==> src/rtl/seg7_scan_driver_if.sv <==
// rtl/seg7_scan_driver_if.sv - segment codes in, multiplexed display bus out
interface seg7_scan_driver_if;
  logic [6:0] seg_d0;
  logic [6:0] seg_d1;
  logic [6:0] seg_d2;
  logic [6:0] seg_d3;
  logic       error;
  logic       hold;
  logic [6:0] seg;
  logic [3:0] an;
  logic       frame_tick;

  modport master (
    output seg_d0, seg_d1, seg_d2, seg_d3, error, hold,
    input  seg, an, frame_tick
  );

  modport slave (
    input  seg_d0, seg_d1, seg_d2, seg_d3, error, hold,
    output seg, an, frame_tick
  );
endinterface

==> src/rtl/seg7_scan_driver.sv <==
// rtl/seg7_scan_driver.sv - 4-digit time-multiplexed seven-segment scan driver
module seg7_scan_driver #(
  parameter int DIV          = 50000,
  parameter int BLANK        = 500,
  parameter int BLINK_FRAMES = 64
) (
  input  logic               clk,
  input  logic               rst_n,
  seg7_scan_driver_if.slave  bus
);
  localparam int CW = (DIV > 1) ? $clog2(DIV) : 1;
  localparam int FW = (BLINK_FRAMES > 1) ? $clog2(BLINK_FRAMES) : 1;
  localparam logic [CW-1:0] CNT_LAST  = CW'(DIV - 1);
  localparam logic [CW-1:0] BLANK_CNT = CW'(BLANK);
  localparam logic [FW-1:0] FCNT_LAST = FW'(BLINK_FRAMES - 1);

  logic [CW-1:0] cnt;
  logic [1:0]    idx;
  logic [FW-1:0] fcnt;
  logic          bph;
  logic          err_sh;
  logic [6:0]    sh [4];

  logic          slot_end;
  logic          frame_end;
  logic          in_blank;
  logic [3:0]    an_nxt;
  logic [6:0]    seg_nxt;

  assign slot_end  = (cnt == CNT_LAST);
  assign frame_end = slot_end && (idx == 2'd3);
  assign in_blank  = (cnt < BLANK_CNT);

  always_ff @(posedge clk or negedge rst_n) begin
    if (!rst_n) begin
      cnt <= '0;
      idx <= 2'd0;
    end else if (slot_end) begin
      cnt <= '0;
      idx <= idx + 2'd1;
    end else begin
      cnt <= cnt + CW'(1);
    end
  end

  // Snapshot only at frame end so a digit never changes partway through a frame.
  always_ff @(posedge clk or negedge rst_n) begin
    if (!rst_n) begin
      for (int i = 0; i < 4; i++) sh[i] <= 7'h7F;
      err_sh <= 1'b0;
    end else if (frame_end && !bus.hold) begin
      sh[0]  <= bus.seg_d0;
      sh[1]  <= bus.seg_d1;
      sh[2]  <= bus.seg_d2;
      sh[3]  <= bus.seg_d3;
      err_sh <= bus.error;
    end
  end

  // Parked at zero while no error, so a fresh error always opens in the visible phase.
  always_ff @(posedge clk or negedge rst_n) begin
    if (!rst_n) begin
      fcnt <= '0;
      bph  <= 1'b0;
    end else if (!err_sh) begin
      fcnt <= '0;
      bph  <= 1'b0;
    end else if (frame_end) begin
      if (fcnt == FCNT_LAST) begin
        fcnt <= '0;
        bph  <= ~bph;
      end else begin
        fcnt <= fcnt + FW'(1);
      end
    end
  end

  always_comb begin
    an_nxt  = 4'hF;
    seg_nxt = 7'h7F;
    if (!in_blank) begin
      an_nxt = ~(4'b0001 << idx);
      if (!(err_sh && bph)) seg_nxt = sh[idx];
    end
  end

  always_ff @(posedge clk or negedge rst_n) begin
    if (!rst_n) begin
      bus.an         <= 4'hF;
      bus.seg        <= 7'h7F;
      bus.frame_tick <= 1'b0;
    end else begin
      bus.an         <= an_nxt;
      bus.seg        <= seg_nxt;
      bus.frame_tick <= frame_end;
    end
  end
endmodule

==> src/flat_wrapper.sv <==
// flat-port wrapper written by rule: the top's interface ports become plain ports
module seg7_scan_driver_flat 
#(
  parameter int DIV          = 50000,
  parameter int BLANK        = 500,
  parameter int BLINK_FRAMES = 64
)
  (clk, rst_n, bus_seg_d0, bus_seg_d1, bus_seg_d2, bus_seg_d3, bus_error, bus_hold, bus_seg, bus_an, bus_frame_tick);
  seg7_scan_driver_if bus_i ();
  input  logic clk;
  input  logic rst_n;
  input wire logic [$bits(bus_i.seg_d0)-1:0] bus_seg_d0;
  input wire logic [$bits(bus_i.seg_d1)-1:0] bus_seg_d1;
  input wire logic [$bits(bus_i.seg_d2)-1:0] bus_seg_d2;
  input wire logic [$bits(bus_i.seg_d3)-1:0] bus_seg_d3;
  input wire logic [$bits(bus_i.error)-1:0] bus_error;
  input wire logic [$bits(bus_i.hold)-1:0] bus_hold;
  output wire logic [$bits(bus_i.seg)-1:0] bus_seg;
  output wire logic [$bits(bus_i.an)-1:0] bus_an;
  output wire logic [$bits(bus_i.frame_tick)-1:0] bus_frame_tick;
  assign bus_i.seg_d0 = bus_seg_d0;
  assign bus_i.seg_d1 = bus_seg_d1;
  assign bus_i.seg_d2 = bus_seg_d2;
  assign bus_i.seg_d3 = bus_seg_d3;
  assign bus_i.error = bus_error;
  assign bus_i.hold = bus_hold;
  assign bus_seg = bus_i.seg;
  assign bus_an = bus_i.an;
  assign bus_frame_tick = bus_i.frame_tick;
  seg7_scan_driver #(.DIV(DIV), .BLANK(BLANK), .BLINK_FRAMES(BLINK_FRAMES)) u_core (.clk(clk), .rst_n(rst_n), .bus(bus_i));
endmodule
==> config.mk <==
export PLATFORM = sky130hd
export DESIGN_NAME = seg7_scan_driver_flat
export DESIGN_NICKNAME = d
export VERILOG_FILES = /design/src/rtl/seg7_scan_driver_if.sv /design/src/rtl/seg7_scan_driver.sv /design/src/flat_wrapper.sv
export SDC_FILE = /design/constraint.sdc
export NUM_CORES = 1
export LEC_CHECK = 0
export ABC_AREA = 1
export CORE_MARGIN = 2
export CORE_UTILIZATION = 53
export CTS_CLUSTER_DIAMETER = 30
export CTS_CLUSTER_SIZE = 14
export DETAILED_ROUTE_END_ITERATION = 8
export PLACE_DENSITY = 0.78
export RECOVER_POWER = 25
export SYNTH_ARGS = -nofsm -noshare
export SYNTH_HDL_FRONTEND = slang
export SYNTH_SLANG_ARGS = --single-unit
export TNS_END_PERCENT = 30
==> constraint.sdc <==
create_clock -name clk -period 4.95 [get_ports clk]
set_clock_uncertainty 0.2 [all_clocks]
set_input_delay 0.495 -clock clk [delete_from_list [all_inputs] [get_ports clk]]
set_output_delay 0.495 -clock clk [all_outputs]
set_load 0.02 [all_outputs]
==> results of run 1 <==
## path summary, 6_finish.rpt
check / startpoint / to / cells past startpoint
min: rst_n / u_core.cnt[13] / 2
min in group clk: u_core.cnt[0] / u_core.cnt[0] / 1
max: u_core.idx[0] / u_core.sh[22] / 6
min reg2reg: u_core.cnt[0] / u_core.cnt[0] / 1
max reg2reg: u_core.idx[0] / u_core.sh[22] / 6
max in group asynchronous: rst_n / u_core.cnt[7] / 2
## per-stage QoR
stage | utilization | setup slack (ns) | instances | hold WS [ns]
after global routing | 0.680 | 2.20 | 492 | 0.195
after CTS | 0.680 | 2.45 | 492 | 0.141
after detailed placement | 0.640 | 2.46 | 476 | 0.251
after floorplan | - | 3.32 | 369 | -0.000591
after global placement | 0.640 | 2.56 | 476 | 0.247
final | 0.680 | 2.48 | 492 | 0.101
## kinds of logic after synthesis
kind of cell / Yosys count
adders and majority gates: 6
buffers and inverters: 38
DFF: 66
xor gates and xnor gates: 11
and+or+nand+nor: 224
AOI/OAI and AO/OA: 24
## layout make-up
cell class              instances  area [sq um]
fillers                       439          1790
flip-flops and latches         66          1700
multi-input cells             265          1230
repair buffers                 44           433
clock buffers                  13           181
inverters                      29           109
well taps                      72          90.1
clock inverters                 3          41.3
## where the power goes
group,switching (mW),total [mW],internal [mW]
clock,0.208,0.502,0.294
combinational,0.0304,0.0614,0.0310
sequential,0.00999,0.574,0.564
## cells in the final DEF, fill, tap and decap left out, types with 2 or more instances in the layout
cell type | Yosys | final
sky130_fd_sc_hd__nand4_1 | 8 | 8
sky130_fd_sc_hd__clkdlybuf4s50_1 | 0 | 42
sky130_fd_sc_hd__clkbuf_16 | 0 | 2
sky130_fd_sc_hd__clkbuf_1 | 3 | 2
sky130_fd_sc_hd__nor2_1 | 55 | 55
sky130_fd_sc_hd__inv_1 | 25 | 25
sky130_fd_sc_hd__dfstp_2 | 39 | 39
sky130_fd_sc_hd__o21ai_0 | 19 | 19
sky130_fd_sc_hd__nor3_1 | 5 | 5
sky130_fd_sc_hd__nand3_1 | 11 | 11
sky130_fd_sc_hd__clkinv_1 | 2 | 2
sky130_fd_sc_hd__inv_2 | 2 | 2
sky130_fd_sc_hd__a21oi_1 | 3 | 3
sky130_fd_sc_hd__xor2_1 | 9 | 9
sky130_fd_sc_hd__ha_1 | 6 | 6
sky130_fd_sc_hd__xnor2_1 | 2 | 2
sky130_fd_sc_hd__nor2_4 | 3 | 3
sky130_fd_sc_hd__clkbuf_8 | 0 | 9
sky130_fd_sc_hd__nand2_1 | 134 | 134
sky130_fd_sc_hd__nand2_2 | 3 | 3
sky130_fd_sc_hd__dfrtp_1 | 27 | 27
## flip-flops by register name, summed over array words and instances, names as in the netlist
register	count
u_core.sh	28
u_core.cnt	16
u_core.bus.seg	7
u_core.fcnt	6
u_core.bus.an	4
u_core.idx	2
u_core.bph	1
u_core.bus.frame_tick	1
u_core.err_sh	1
## per-layer routing
| metal | track usage | vias to the layer above | share of wire | wire length [um] |
|---|---|---|---|---|
| li1 | - | 1241 | - | - |
| met1 | 0.267 | 1097 | 0.48 | 2830 |
| met2 | 0.326 | 52 | 0.46 | 2710 |
| met3 | 0.0551 | 14 | 0.043 | 253 |
| met4 | 0.0814 | 0 | 0.026 | 155 |
| met5 | 0 | - | 0 | 0 |
## worst max-delay path, delay by kind of cell, from the launching register on
family,cells,cell delay [ns]
buffers and inverters,1,0.37
adder cells (fa/ha/maj),1,0.31
flip-flops,1,0.69
AND/OR/NAND/NOR,4,0.84
==> report_table.html, run 1 <==
<table>
<tr><th>Metric</th><th>Value</th></tr>
<tr><th colspan="2">Placement</th></tr>
<tr><td>DP Area</td><td>about 3600 sq um</td></tr>
<tr><td>HPWL after DPL</td><td>between 4 and 5 mm</td></tr>
<tr><td>Routability Congestion</td><td>0.835</td></tr>
<tr><td>Count of port buffers added during placement</td><td>43</td></tr>
<tr><th colspan="2">Run status</th></tr>
<tr><td>Result of the run</td><td>complete, no violations</td></tr>
<tr><th colspan="2">Global route</th></tr>
<tr><td>Total routing usage reported by global routing</td><td>0.205</td></tr>
<tr><td>Number of global-route vias before repair</td><td>approximately 2300</td></tr>
<tr><td>Antenna violations before repair</td><td>0</td></tr>
<tr><td>First-pass GRT wire length</td><td>10.1 mm</td></tr>
<tr><td>Largest net degree at the start of global routing</td><td>67</td></tr>
<tr><td>Leftover overflow at the end of global routing</td><td>0</td></tr>
<tr><th colspan="2">STA</th></tr>
<tr><td>Setup repair after global routing missed its margin</td><td>false</td></tr>
<tr><td>Peak Freq</td><td>a little over 0.4 GHz</td></tr>
<tr><td>Max-Slew Margin vs Limit</td><td>0.213</td></tr>
<tr><td>Final slew viol count</td><td>0</td></tr>
<tr><td>Worst-Margin Slew</td><td>1.17 ns</td></tr>
<tr><td>Sum of negative setup slack</td><td>0 ns</td></tr>
<tr><td>Endpoints failing hold</td><td>0</td></tr>
<tr><td>Endpoints failing setup</td><td>0</td></tr>
<tr><td>Fin crit share</td><td>0.498</td></tr>
<tr><td>Final worst path period need</td><td>roughly 2.5 ns</td></tr>
<tr><th colspan="2">Clock network</th></tr>
<tr><td>Clock-pin slew on the worst setup and hold paths</td><td>approximately 0.07 ns</td></tr>
<tr><td>CTS max path bufs</td><td>2</td></tr>
<tr><td>Clock tree from TritonCTS</td><td>done</td></tr>
<tr><td>Clock latency reported for the late side of the worst-skew pair</td><td>between 0.3 and 0.4 ns</td></tr>
<tr><td>Master cell of the clock root buffer</td><td>sky130_fd_sc_hd__clkbuf_8</td></tr>
<tr><td>Cts repair resizes</td><td>0</td></tr>
<tr><td>CTS H-tree depth</td><td>3</td></tr>
<tr><td>Post-CTS setup buffer count</td><td>0</td></tr>
<tr><td>Number of buffers created by CTS</td><td>9</td></tr>
<tr><td>CTS Sinks</td><td>66</td></tr>
<tr><td>Quantity of hold-fixing buffers added after cts</td><td>0</td></tr>
<tr><th colspan="2">Floorplan</th></tr>
<tr><td>Vertical extent of the die</td><td>between 80 and 90 um</td></tr>
<tr><td>Die ar.</td><td>between 6000 and 7000 sq um</td></tr>
<tr><td>Number of top-level pins</td><td>44</td></tr>
<tr><td>Row Count</td><td>27</td></tr>
<tr><td>Core Box Area</td><td>roughly 5600 sq um</td></tr>
<tr><td>Initial standard-cell utilization of the core</td><td>0.557</td></tr>
<tr><td>Chip width</td><td>80.5 um</td></tr>
<tr><th colspan="2">Synthesis</th></tr>
<tr><td>Top FF cell, synth</td><td>sky130_fd_sc_hd__dfstp_2</td></tr>
<tr><td>Cell with the most instances after synthesis</td><td>sky130_fd_sc_hd__nand2_1</td></tr>
<tr><td>Xor and xnor area share after synthesis</td><td>0.0310</td></tr>
<tr><td>Post-synthesis sequential area ratio</td><td>0.548</td></tr>
<tr><td>Syn Inst Count</td><td>around 370</td></tr>
<tr><td>Post-synth design cell area</td><td>3100 sq um</td></tr>
<tr><td>Synth Register Bits</td><td>66</td></tr>
<tr><td>Number of nets produced by synthesis</td><td>407</td></tr>
<tr><td>Main area contributors after synthesis</td><td>sky130_fd_sc_hd__dfstp_2, sky130_fd_sc_hd__dfrtp_1, sky130_fd_sc_hd__nand2_1, sky130_fd_sc_hd__nor2_1, sky130_fd_sc_hd__o21ai_0</td></tr>
<tr><td>Share of synthesized cell area in and, or, nand and nor gates</td><td>0.303</td></tr>
<tr><td>Top post-synthesis cells by count</td><td>sky130_fd_sc_hd__nand2_1, sky130_fd_sc_hd__nor2_1, sky130_fd_sc_hd__dfstp_2</td></tr>
<tr><td>Number of enable-type register cells in the synthesized netlist</td><td>0</td></tr>
<tr><td>Number of distinct standard cells referenced by the synthesized netlist</td><td>28</td></tr>
<tr><td>Portion of synthesized cell area occupied by the leading cell type</td><td>0.330</td></tr>
<tr><td>Async set-or-reset flop fraction in the synthesized netlist</td><td>1.00</td></tr>
<tr><td>Warning count from the yosys run</td><td>0</td></tr>
<tr><td>Mux contribution to synthesized area</td><td>0</td></tr>
<tr><td>Synth Area in Adders</td><td>0.0242</td></tr>
<tr><td>Most area-hungry cell type in the Yosys netlist</td><td>sky130_fd_sc_hd__dfstp_2</td></tr>
<tr><td>Combinational family with the most area after synthesis</td><td>simple AND/OR/NAND/NOR gates</td></tr>
<tr><td>Area fraction in compound gates after synthesis</td><td>0.0395</td></tr>
<tr><td>Avg Inst Size Synth</td><td>between 8 and 9 sq um</td></tr>
<tr><th colspan="2">Pwr</th></tr>
<tr><td>Cell area power density</td><td>300 nW/um^2</td></tr>
<tr><td>Total Power Consumption</td><td>~1.1 mW</td></tr>
<tr><td>Worst vdd ir</td><td>about 0.00017 V</td></tr>
<tr><td>Leakage component of the power</td><td>about 1.8 nW</td></tr>
<tr><th colspan="2">Drt</th></tr>
<tr><td>Remaining antenna violation count after routing</td><td>0</td></tr>
<tr><td>Total number of vias</td><td>between 2000 and 2500</td></tr>
<tr><td>Total Wirelength</td><td>a little under 6 mm</td></tr>
<tr><td>Number of search-and-repair iterations in the first detailed-routing pass</td><td>4</td></tr>
<tr><td>Vias per Instance</td><td>a little under 5</td></tr>
<tr><td>Number of DRC markers in iteration 0</td><td>approximately 150</td></tr>
<tr><td>Routed wire length per instance</td><td>12.1 um</td></tr>
<tr><td>Remaining DRCs</td><td>0</td></tr>
<tr><th colspan="2">Setup path</th></tr>
<tr><td>Setup CP Type</td><td>flop to flop</td></tr>
<tr><td>Type of element launching the critical path</td><td>flop</td></tr>
<tr><td>Cell-by-cell trace of the critical path</td><td>ha_1 &gt; nand3_4 &gt; nor2_4 &gt; inv_2 &gt; nand2_1 &gt; nand2_1</td></tr>
<tr><td>Setup slack of the worst register-to-register path</td><td>2.48 ns</td></tr>
<tr><td>Crit path top cell by count</td><td>sky130_fd_sc_hd__nand2_1</td></tr>
<tr><td>Slowest Stage Delay on Critical Path</td><td>between 0.6 and 0.7 ns</td></tr>
<tr><td>Max stage delay cell, worst path</td><td>sky130_fd_sc_hd__dfrtp_1</td></tr>
<tr><td>CP Capture Type</td><td>flop</td></tr>
<tr><td>Maximum net fanout on the critical path</td><td>31</td></tr>
<tr><td>Worst path required time</td><td>between 5 and 6 ns</td></tr>
<tr><td>Critical Path AT</td><td>roughly 2.6 ns</td></tr>
<tr><th colspan="2">Final layout</th></tr>
<tr><td>Final non-filler cell area</td><td>roughly 3800 sq um</td></tr>
<tr><td>Nets</td><td>~450</td></tr>
<tr><td>Antenna diode count</td><td>0</td></tr>
<tr><td>Share of post-route cells with drive strength above 1</td><td>0.160</td></tr>
<tr><td>Area grow syn2layout</td><td>22.0%</td></tr>
<tr><th colspan="2">Job</th></tr>
<tr><td>Max-cap violations</td><td>0</td></tr>
<tr><th colspan="2">Min path</th></tr>
<tr><td>Classification of the worst-slack hold path</td><td>input pin to async pin</td></tr>
</table>
Note: power is estimated with default switching activity, not from simulation.
==> run 2, diff against run 1 <==
==> constraint.sdc (replaced) <==
create_clock -name clk -period 2.4 [get_ports clk]
set_clock_uncertainty 0.2 [all_clocks]
set_input_delay 0.24 -clock clk [delete_from_list [all_inputs] [get_ports clk]]
set_output_delay 0.24 -clock clk [all_outputs]
set_load 0.02 [all_outputs]
==> report_table.html, run 2 (synthesis gave the netlist of run 1 again) <==
<table>
<tr><th>Metric</th><th>Value</th></tr>
<tr><th colspan="2">Run status</th></tr>
<tr><td>Result of the run</td><td>complete, no violations</td></tr>
<tr><th colspan="2">Drt</th></tr>
<tr><td>Total Wirelength</td><td>6.26 mm (+5.2%)</td></tr>
<tr><td>Vias per Instance</td><td>5.00 (+2.2%)</td></tr>
<tr><td>Total number of vias</td><td>2488 (+3.5%)</td></tr>
<tr><td>Number of DRC markers in iteration 0</td><td>191 (+26%)</td></tr>
<tr><td>Remaining DRCs</td><td>0 (unchanged)</td></tr>
<tr><td>Routed wire length per instance</td><td>12.6 um (+3.9%)</td></tr>
<tr><td>Number of search-and-repair iterations in the first detailed-routing pass</td><td>4 (unchanged)</td></tr>
<tr><td>Remaining antenna violation count after routing</td><td>0 (unchanged)</td></tr>
<tr><th colspan="2">Setup path</th></tr>
<tr><td>Slowest Stage Delay on Critical Path</td><td>0.38 ns (-0.31 ns)</td></tr>
<tr><td>CP Capture Type</td><td>flop</td></tr>
<tr><td>Cells on worst reg2reg path</td><td>8 (+2)</td></tr>
<tr><td>Cell-by-cell trace of the critical path</td><td>ha_1 &gt; nand3_2 &gt; nor2_4 &gt; nand3_4 &gt; nor2_4 &gt; inv_2 &gt; nand2_1 &gt; nand2_1</td></tr>
<tr><td>Critical Path AT</td><td>2.10 ns (-0.45 ns)</td></tr>
<tr><td>Max stage delay cell, worst path</td><td>sky130_fd_sc_hd__dfrtp_1</td></tr>
<tr><td>Maximum net fanout on the critical path</td><td>28 (-9.7%)</td></tr>
<tr><td>Setup CP Type</td><td>flop to flop</td></tr>
<tr><td>Type of element launching the critical path</td><td>flop</td></tr>
<tr><td>Worst path required time</td><td>2.48 ns (-2.56 ns)</td></tr>
<tr><th colspan="2">STA</th></tr>
<tr><td>Final worst path period need</td><td>2.02 ns (-0.451 ns)</td></tr>
<tr><td>Hold slack</td><td>0.183 ns (+0.0821 ns)</td></tr>
<tr><td>Endpoints failing setup</td><td>0 (unchanged)</td></tr>
<tr><td>Worst-Margin Slew</td><td>1.07 ns (-0.0962 ns)</td></tr>
<tr><td>Worst Setup Slack, final</td><td>0.384 ns (-2.10 ns)</td></tr>
<tr><td>Fin crit share</td><td>0.840 (+0.342)</td></tr>
<tr><td>Setup repair after global routing missed its margin</td><td>false</td></tr>
<tr><td>Sum of negative setup slack</td><td>0 ns (unchanged)</td></tr>
<tr><td>Peak Freq</td><td>0.496 GHz (+22%)</td></tr>
<tr><td>Max-Slew Margin vs Limit</td><td>0.285 (+0.0724)</td></tr>
<tr><td>Endpoints failing hold</td><td>0 (unchanged)</td></tr>
<tr><td>Final slew viol count</td><td>0 (unchanged)</td></tr>
<tr><th colspan="2">Final layout</th></tr>
<tr><td>Most common cell after layout, fill and taps aside</td><td>sky130_fd_sc_hd__nand2_1</td></tr>
<tr><td>Largest registers</td><td>u_core.sh x28, u_core.cnt x16, u_core.bus.seg x7</td></tr>
<tr><td>Final non-filler cell area</td><td>3830 sq um (+1.0%)</td></tr>
<tr><td>Antenna diode count</td><td>0 (unchanged)</td></tr>
<tr><td>Nets</td><td>459 (+1.3%)</td></tr>
<tr><td>Commonest cells after routing, fill and taps aside</td><td>sky130_fd_sc_hd__nand2_1, sky130_fd_sc_hd__nor2_1, sky130_fd_sc_hd__clkdlybuf4s50_1, sky130_fd_sc_hd__dfstp_2, sky130_fd_sc_hd__dfrtp_1</td></tr>
<tr><td>Share of post-route cells with drive strength above 1</td><td>0.171 (+0.0118)</td></tr>
<tr><td>Flip-flop count of the largest register, all copies and words added</td><td>28 (unchanged)</td></tr>
<tr><td>Register containing the most flip-flops in the final layout</td><td>u_core.sh</td></tr>
<tr><td>Area grow syn2layout</td><td>23.3%</td></tr>
<tr><th colspan="2">Global route</th></tr>
<tr><td>Number of global-route vias before repair</td><td>2390 (+4.4%)</td></tr>
<tr><td>Largest net degree at the start of global routing</td><td>32 (-52%)</td></tr>
<tr><td>Total routing usage reported by global routing</td><td>0.222 (+0.0167)</td></tr>
<tr><td>Leftover overflow at the end of global routing</td><td>0 (unchanged)</td></tr>
<tr><td>Antenna violations before repair</td><td>0 (unchanged)</td></tr>
<tr><td>First-pass GRT wire length</td><td>10.7 mm (+5.8%)</td></tr>
<tr><th colspan="2">Pwr</th></tr>
<tr><td>Cell area power density</td><td>594 nW/um^2 (+98%)</td></tr>
<tr><td>Clock share of power</td><td>0.420 (-0.021)</td></tr>
<tr><td>Leakage component of the power</td><td>1.80 nW (+1.6%)</td></tr>
<tr><td>Sequential fraction of design power</td><td>0.521 (+0.016)</td></tr>
<tr><td>Combinational group share of total power</td><td>0.058 (+0.004)</td></tr>
<tr><td>Worst vdd ir</td><td>0.000421 V (+150%)</td></tr>
<tr><td>Net switching power figure</td><td>0.511 mW (+110%)</td></tr>
<tr><td>Design internal power</td><td>1.76 mW (+98%)</td></tr>
<tr><td>Total Power Consumption</td><td>2.27 mW (+100%)</td></tr>
<tr><td>Sw Share</td><td>0.225 (+0.00618)</td></tr>
<tr><th colspan="2">Min path</th></tr>
<tr><td>Hold Path Stages</td><td>3</td></tr>
<tr><td>Classification of the worst-slack hold path</td><td>input pin to flop</td></tr>
<tr><th colspan="2">Clock network</th></tr>
<tr><td>Clock tree from TritonCTS</td><td>done</td></tr>
<tr><td>Clock latency reported for the late side of the worst-skew pair</td><td>0.35 ns (about the same)</td></tr>
<tr><td>Master cell of the clock root buffer</td><td>sky130_fd_sc_hd__clkbuf_8</td></tr>
<tr><td>Number of buffers created by CTS</td><td>9 (unchanged)</td></tr>
<tr><td>Post-CTS setup buffer count</td><td>0 (unchanged)</td></tr>
<tr><td>CTS Sinks</td><td>66 (unchanged)</td></tr>
<tr><td>Clock-pin slew on the worst setup and hold paths</td><td>0.07 ns (about the same)</td></tr>
<tr><td>CTS max path bufs</td><td>2 (unchanged)</td></tr>
<tr><td>CTS H-tree depth</td><td>3 (unchanged)</td></tr>
<tr><td>Cts repair resizes</td><td>0 (unchanged)</td></tr>
<tr><th colspan="2">Floorplan</th></tr>
<tr><td>Number of top-level pins</td><td>44 (unchanged)</td></tr>
<tr><td>Initial standard-cell utilization of the core</td><td>0.557 (unchanged)</td></tr>
<tr><td>Vertical extent of the die</td><td>80.5 um (unchanged)</td></tr>
<tr><td>Chip width</td><td>80.5 um (unchanged)</td></tr>
<tr><td>Die ar.</td><td>6490 sq um (unchanged)</td></tr>
<tr><td>Row Count</td><td>27 (unchanged)</td></tr>
<tr><td>Core Box Area</td><td>5570 sq um (unchanged)</td></tr>
<tr><th colspan="2">Placement</th></tr>
<tr><td>Worst slack, placed</td><td>0.390 ns (-2.07 ns)</td></tr>
<tr><td>DP Area</td><td>3620 sq um (+1.4%)</td></tr>
<tr><td>Count of port buffers added during placement</td><td>43 (unchanged)</td></tr>
<tr><td>HPWL after DPL</td><td>4.53 mm (+11%)</td></tr>
<tr><td>Routability Congestion</td><td>0.808 (-3.2%)</td></tr>
<tr><th colspan="2">Job</th></tr>
<tr><td>Max-cap violations</td><td>0 (unchanged)</td></tr>
</table>
==> run 2: changes by cell type in the layout (fill, tap and decap cells not counted) <==
cell	before	now
sky130_fd_sc_hd__clkbuf_1	2	1
sky130_fd_sc_hd__buf_12	0	1
sky130_fd_sc_hd__buf_4	1	5
sky130_fd_sc_hd__buf_2	1	0
sky130_fd_sc_hd__dlygate4sd3_1	0	1
sky130_fd_sc_hd__clkinv_2	1	3
sky130_fd_sc_hd__clkbuf_16	2	0
sky130_fd_sc_hd__clkbuf_8	9	11
==> run 2: timing repair <==
item                                    CTS  global route
hold buffers                              1             0
hold endpoints to repair                 21             0
endpoints found under the setup margin    0             0
==> run 2: path summary, 6_finish.rpt <==
path                                    start                 to  slack, ns
worst max register to register  u_core.cnt[0]       u_core.sh[2]       0.38
worst max-delay path            u_core.cnt[0]       u_core.sh[2]       0.38
min in group asynchronous               rst_n      u_core.cnt[7]       0.40
max in group asynchronous               rst_n  u_core.bus.seg[2]       0.71
worst min register to register  u_core.sh[16]      u_core.sh[16]       0.26
worst min-delay path            bus_seg_d0[0]      u_core.sh[21]       0.18
==> run 2: per-stage QoR <==
stage,instances,utilization
final,498,0.687
after global routing,498,0.687
after CTS,498,0.687
after detailed placement,481,0.649
after global placement,481,0.649
after floorplan,369,-
==> run 2: worst max-delay path, delay by kind of cell, from the launching register on <==
family                     cells  cell delay [ns]
DFF                            1             0.38
and+or+nand+nor                6             0.87
buffers and inverters          1             0.25
adders and majority gates      1             0.23
==> run 2: cell type report <==
| cell class | instances | area [sq um] |
|---|---|---|
| Sequential cell | 66 | 1700 |
| Clock buffer | 11 | 151 |
| Timing Repair Buffer | 50 | 492 |
| Inverter | 29 | 109 |
| Clock inverter | 5 | 51.3 |
| Multi-Input combinational cell | 265 | 1230 |
| Fill cell | 464 | 1750 |
| Tap cell | 72 | 90.1 |
==> run 2: power by group through the flow <==
| stage | clock network [mW] | logic (mW) | registers [mW] |
|---|---|---|---|
| floorplan | 0 | 0.0459 | 1.20 |
| global placement | 0 | 0.130 | 1.20 |
| detailed placement | 0 | 0.134 | 1.20 |
| CTS | 0.965 | 0.136 | 1.18 |
| global route | 1.02 | 0.152 | 1.19 |
| finish | 0.956 | 0.133 | 1.19 |
==> run 2: layer usage <==
layer / GRT usage / vias to the layer above / share of wire
met1: 0.288 / 1157 / 0.46
met2: 0.346 / 65 / 0.47
met3: 0.0449 / 17 / 0.037
met5: 0 / - / 0
li1: - / 1249 / -
met4: 0.124 / 0 / 0.031
==> run 3, diff against run 2 <==
--- a/config.mk
+++ b/config.mk
@@ -7,11 +7,11 @@
 export LEC_CHECK = 0
 export ABC_AREA = 1
 export CORE_MARGIN = 2
-export CORE_UTILIZATION = 53
+export CORE_UTILIZATION = 49
 export CTS_CLUSTER_DIAMETER = 30
 export CTS_CLUSTER_SIZE = 14
 export DETAILED_ROUTE_END_ITERATION = 8
-export PLACE_DENSITY = 0.78
+export PLACE_DENSITY = 0.76
 export RECOVER_POWER = 25
 export SYNTH_ARGS = -nofsm -noshare
 export SYNTH_HDL_FRONTEND = slang
==> constraint.sdc (replaced) <==
create_clock -name clk -period 1.65 [get_ports clk]
set_clock_uncertainty 0.2 [all_clocks]
set_input_delay 0.165 -clock clk [delete_from_list [all_inputs] [get_ports clk]]
set_output_delay 0.165 -clock clk [all_outputs]
set_load 0.02 [all_outputs]
==> report_table.html, run 3 (synthesis gave the netlist of run 1 again) <==
<table>
<tr><th>Metric</th><th>Value</th></tr>
<tr><th colspan="2">Pwr</th></tr>
<tr><td>Cell area power density</td><td>764 nW/um^2 (+29%)</td></tr>
<tr><td>Leakage component of the power</td><td>1.93 nW (+7.0%)</td></tr>
<tr><td>Sequential fraction of design power</td><td>0.552 (+0.031)</td></tr>
<tr><td>Design internal power</td><td>2.33 mW (+32%)</td></tr>
<tr><td>Clock share of power</td><td>0.386 (-0.034)</td></tr>
<tr><td>Worst vdd ir</td><td>0.000450 V (+6.9%)</td></tr>
<tr><td>Combinational group share of total power</td><td>0.062 (+0.004)</td></tr>
<tr><td>Net switching power figure</td><td>0.792 mW (+55%)</td></tr>
<tr><td>Sw Share</td><td>0.254 (+0.0293)</td></tr>
<tr><th colspan="2">Global route</th></tr>
<tr><td>Number of global-route vias before repair</td><td>2516 (+5.3%)</td></tr>
<tr><td>Antenna violations before repair</td><td>0 (unchanged)</td></tr>
<tr><td>Total routing usage reported by global routing</td><td>0.200 (-0.0212)</td></tr>
<tr><td>Leftover overflow at the end of global routing</td><td>0 (unchanged)</td></tr>
<tr><td>Largest net degree at the start of global routing</td><td>67 (+110%)</td></tr>
<tr><td>First-pass GRT wire length</td><td>11.2 mm (+4.1%)</td></tr>
<tr><th colspan="2">STA</th></tr>
<tr><td>Fin crit share</td><td>1.05 (+0.207)</td></tr>
<tr><td>Max-Slew Margin vs Limit</td><td>0.426 (+0.140)</td></tr>
<tr><td>Hold slack</td><td>0.110 ns (-0.0729 ns)</td></tr>
<tr><td>Final worst path period need</td><td>1.73 ns (-0.289 ns)</td></tr>
<tr><td>Final slew viol count</td><td>0 (unchanged)</td></tr>
<tr><td>Worst Setup Slack, final</td><td>-0.0778 ns (-0.461 ns)</td></tr>
<tr><td>Endpoints failing hold</td><td>0 (unchanged)</td></tr>
<tr><td>Endpoints failing setup</td><td>29 (+29)</td></tr>
<tr><td>Worst-Margin Slew</td><td>0.862 ns (-0.211 ns)</td></tr>
<tr><td>Sum of negative setup slack</td><td>-0.810 ns (-0.810 ns)</td></tr>
<tr><td>Setup repair after global routing missed its margin</td><td>true</td></tr>
<tr><td>Peak Freq</td><td>0.579 GHz (+17%)</td></tr>
<tr><th colspan="2">Drt</th></tr>
<tr><td>Remaining antenna violation count after routing</td><td>0 (unchanged)</td></tr>
<tr><td>Number of search-and-repair iterations in the first detailed-routing pass</td><td>4 (unchanged)</td></tr>
<tr><td>Remaining DRCs</td><td>0 (unchanged)</td></tr>
<tr><td>Vias per Instance</td><td>5.08 (+1.7%)</td></tr>
<tr><td>Total Wirelength</td><td>7.10 mm (+13%)</td></tr>
<tr><td>Total number of vias</td><td>2662 (+7.0%)</td></tr>
<tr><td>Routed wire length per instance</td><td>13.6 um (+7.9%)</td></tr>
<tr><td>Number of DRC markers in iteration 0</td><td>148 (-23%)</td></tr>
<tr><th colspan="2">Placement</th></tr>
<tr><td>Number of placed cells counting well taps</td><td>500 (+4.0%)</td></tr>
<tr><td>HPWL after DPL</td><td>4.50 mm (-0.79%)</td></tr>
<tr><td>Routability Congestion</td><td>0.853 (+5.6%)</td></tr>
<tr><td>Worst slack, placed</td><td>-0.0724 ns (-0.463 ns)</td></tr>
<tr><td>Count of port buffers added during placement</td><td>43 (unchanged)</td></tr>
<tr><th colspan="2">Final layout</th></tr>
<tr><td>Share of post-route cells with drive strength above 1</td><td>0.249 (+0.0781)</td></tr>
<tr><td>Flip-flop count of the largest register, all copies and words added</td><td>28 (unchanged)</td></tr>
<tr><td>Storage cell area</td><td>1700 sq um (unchanged)</td></tr>
<tr><td>Area grow syn2layout</td><td>31.6%</td></tr>
<tr><td>Largest registers</td><td>u_core.sh x28, u_core.cnt x16, u_core.bus.seg x7</td></tr>
<tr><td>Multi-input gate area</td><td>1300 sq um (+5.5%)</td></tr>
<tr><td>Register containing the most flip-flops in the final layout</td><td>u_core.sh</td></tr>
<tr><td>Fill cell total of the finished layout</td><td>495 (+6.7%)</td></tr>
<tr><td>Antenna diode count</td><td>0 (unchanged)</td></tr>
<tr><td>Most common cell after layout, fill and taps aside</td><td>sky130_fd_sc_hd__nand2_1</td></tr>
<tr><td>Commonest cells after routing, fill and taps aside</td><td>sky130_fd_sc_hd__nand2_1, sky130_fd_sc_hd__nor2_1, sky130_fd_sc_hd__dfstp_2, sky130_fd_sc_hd__clkdlybuf4s50_1, sky130_fd_sc_hd__dfrtp_1</td></tr>
<tr><td>Non-filler cells in the finished layout</td><td>524 (+5.2%)</td></tr>
<tr><td>Nets</td><td>482 (+5.0%)</td></tr>
<tr><th colspan="2">Setup path</th></tr>
<tr><td>Slowest Stage Delay on Critical Path</td><td>0.40 ns (+0.02 ns)</td></tr>
<tr><td>Max stage delay cell, worst path</td><td>sky130_fd_sc_hd__dfrtp_1</td></tr>
<tr><td>Maximum net fanout on the critical path</td><td>7 (-75%)</td></tr>
<tr><td>Critical Path AT</td><td>1.82 ns (-0.28 ns)</td></tr>
<tr><td>Worst path required time</td><td>1.75 ns (-0.73 ns)</td></tr>
<tr><td>Cell-by-cell trace of the critical path</td><td>ha_4 &gt; nand3_4 &gt; nor2_4 &gt; nand3_4 &gt; nor2_4 &gt; buf_12 &gt; clkbuf_16 &gt; nand2_1 &gt; nand2_1</td></tr>
<tr><td>Critical path buffer and inverter count</td><td>2 (+1)</td></tr>
<tr><td>Type of element launching the critical path</td><td>flop</td></tr>
<tr><td>Kind of cell with the highest combined delay on the critical path</td><td>simple AND/OR/NAND/NOR gates</td></tr>
<tr><td>CP Capture Type</td><td>flop</td></tr>
<tr><td>Setup CP Type</td><td>flop to flop</td></tr>
<tr><td>Setup slack of the worst register-to-register path</td><td>-0.08 ns (-0.46 ns)</td></tr>
<tr><th colspan="2">Run status</th></tr>
<tr><td>Result of the run</td><td>complete, but fails checks</td></tr>
<tr><td>Violated checks</td><td>negative setup slack</td></tr>
<tr><th colspan="2">Floorplan</th></tr>
<tr><td>Core Box Area</td><td>6030 sq um (+8.1%)</td></tr>
<tr><td>Chip width</td><td>83.6 um (+3.8%)</td></tr>
<tr><td>Row Count</td><td>28 (+3.7%)</td></tr>
<tr><td>Number of top-level pins</td><td>44 (unchanged)</td></tr>
<tr><td>Die ar.</td><td>6990 sq um (+7.8%)</td></tr>
<tr><td>Vertical extent of the die</td><td>83.6 um (+3.8%)</td></tr>
<tr><td>Initial standard-cell utilization of the core</td><td>0.515 (-0.0417)</td></tr>
<tr><th colspan="2">Clock network</th></tr>
<tr><td>Clock tree from TritonCTS</td><td>done</td></tr>
<tr><td>Clock-pin slew on the worst setup and hold paths</td><td>0.08 ns (about the same)</td></tr>
<tr><td>Master cell of the clock root buffer</td><td>sky130_fd_sc_hd__clkbuf_8</td></tr>
<tr><td>Number of buffers created by CTS</td><td>9 (unchanged)</td></tr>
<tr><td>CTS max path bufs</td><td>2 (unchanged)</td></tr>
<tr><td>Clock latency reported for the late side of the worst-skew pair</td><td>0.35 ns (about the same)</td></tr>
<tr><td>CTS Sinks</td><td>66 (unchanged)</td></tr>
<tr><td>CTS H-tree depth</td><td>3 (unchanged)</td></tr>
<tr><th colspan="2">Min path</th></tr>
<tr><td>Classification of the worst-slack hold path</td><td>input pin to flop</td></tr>
<tr><th colspan="2">Job</th></tr>
<tr><td>Max-cap violations</td><td>0 (unchanged)</td></tr>
</table>
[run 3: power groups by stage]
stage | logic [mW] | registers, mW | clock network (mW)
floorplan | 0.0667 | 1.74 | 0
global placement | 0.187 | 1.75 | 0
detailed placement | 0.193 | 1.75 | 0
CTS | 0.195 | 1.72 | 1.22
global route | 0.220 | 1.73 | 1.29
finish | 0.192 | 1.72 | 1.21
[run 3: timing repair]
item	CTS	global route
setup endpoints to repair	42	46
hold buffers	1	0
hold endpoints to repair	66	0
resized for setup	14	20
cloned	0	3
setup buffers	0	4
pin swaps	3	11
[run 3: worst reg2reg max path, delay by kind of cell (launching register included)]
family / cells / cell delay [ns]
adders and majority gates: 1 / 0.17
and+or+nand+nor: 6 / 0.59
buffers and inverters: 2 / 0.31
DFF: 1 / 0.40
[run 3: cell type report]
type,count,share of cell area
Clock buffer,9,0.0303
Clock inverter,7,0.0107
Inverter,29,0.0285
Timing Repair Buffer,73,0.173
Multi-Input combinational cell,265,0.319
Sequential cell,66,0.416
Tap cell,75,0.0230
[run 3: stage by stage]
step / total power [mW] / area, sq um / utilization
3_5_place_dp: 1.94 / 3750 / 0.623
3_3_place_gp: 1.93 / 3750 / 0.623
2_1_floorplan: 1.81 / 3100 / -
4_1_cts: 3.13 / 3920 / 0.651
5_1_grt: 3.24 / 4090 / 0.678
6_report: 3.12 / 4090 / 0.678
[run 3: per-layer routing]
metal / wire length, um / share of wire / GRT usage / vias to the layer above
met5: 0 / 0 / 0 / -
met4: 155 / 0.022 / 0.0836 / 0
met3: 357 / 0.050 / 0.0593 / 17
met2: 3550 / 0.50 / 0.317 / 83
met1: 3040 / 0.43 / 0.258 / 1267
li1: - / - / - / 1295
[run 3: worst paths after layout]
path | endpoint | cells past startpoint | start
max | u_core.sh[5] | 9 | u_core.cnt[1]
min | u_core.sh[15] | 3 | bus_seg_d1[1]
max reg2reg | u_core.sh[5] | 9 | u_core.cnt[1]
min reg2reg | u_core.sh[3] | 2 | u_core.sh[3]
max in group asynchronous | u_core.fcnt[2] | 3 | rst_n
min in group asynchronous | u_core.cnt[13] | 3 | rst_n
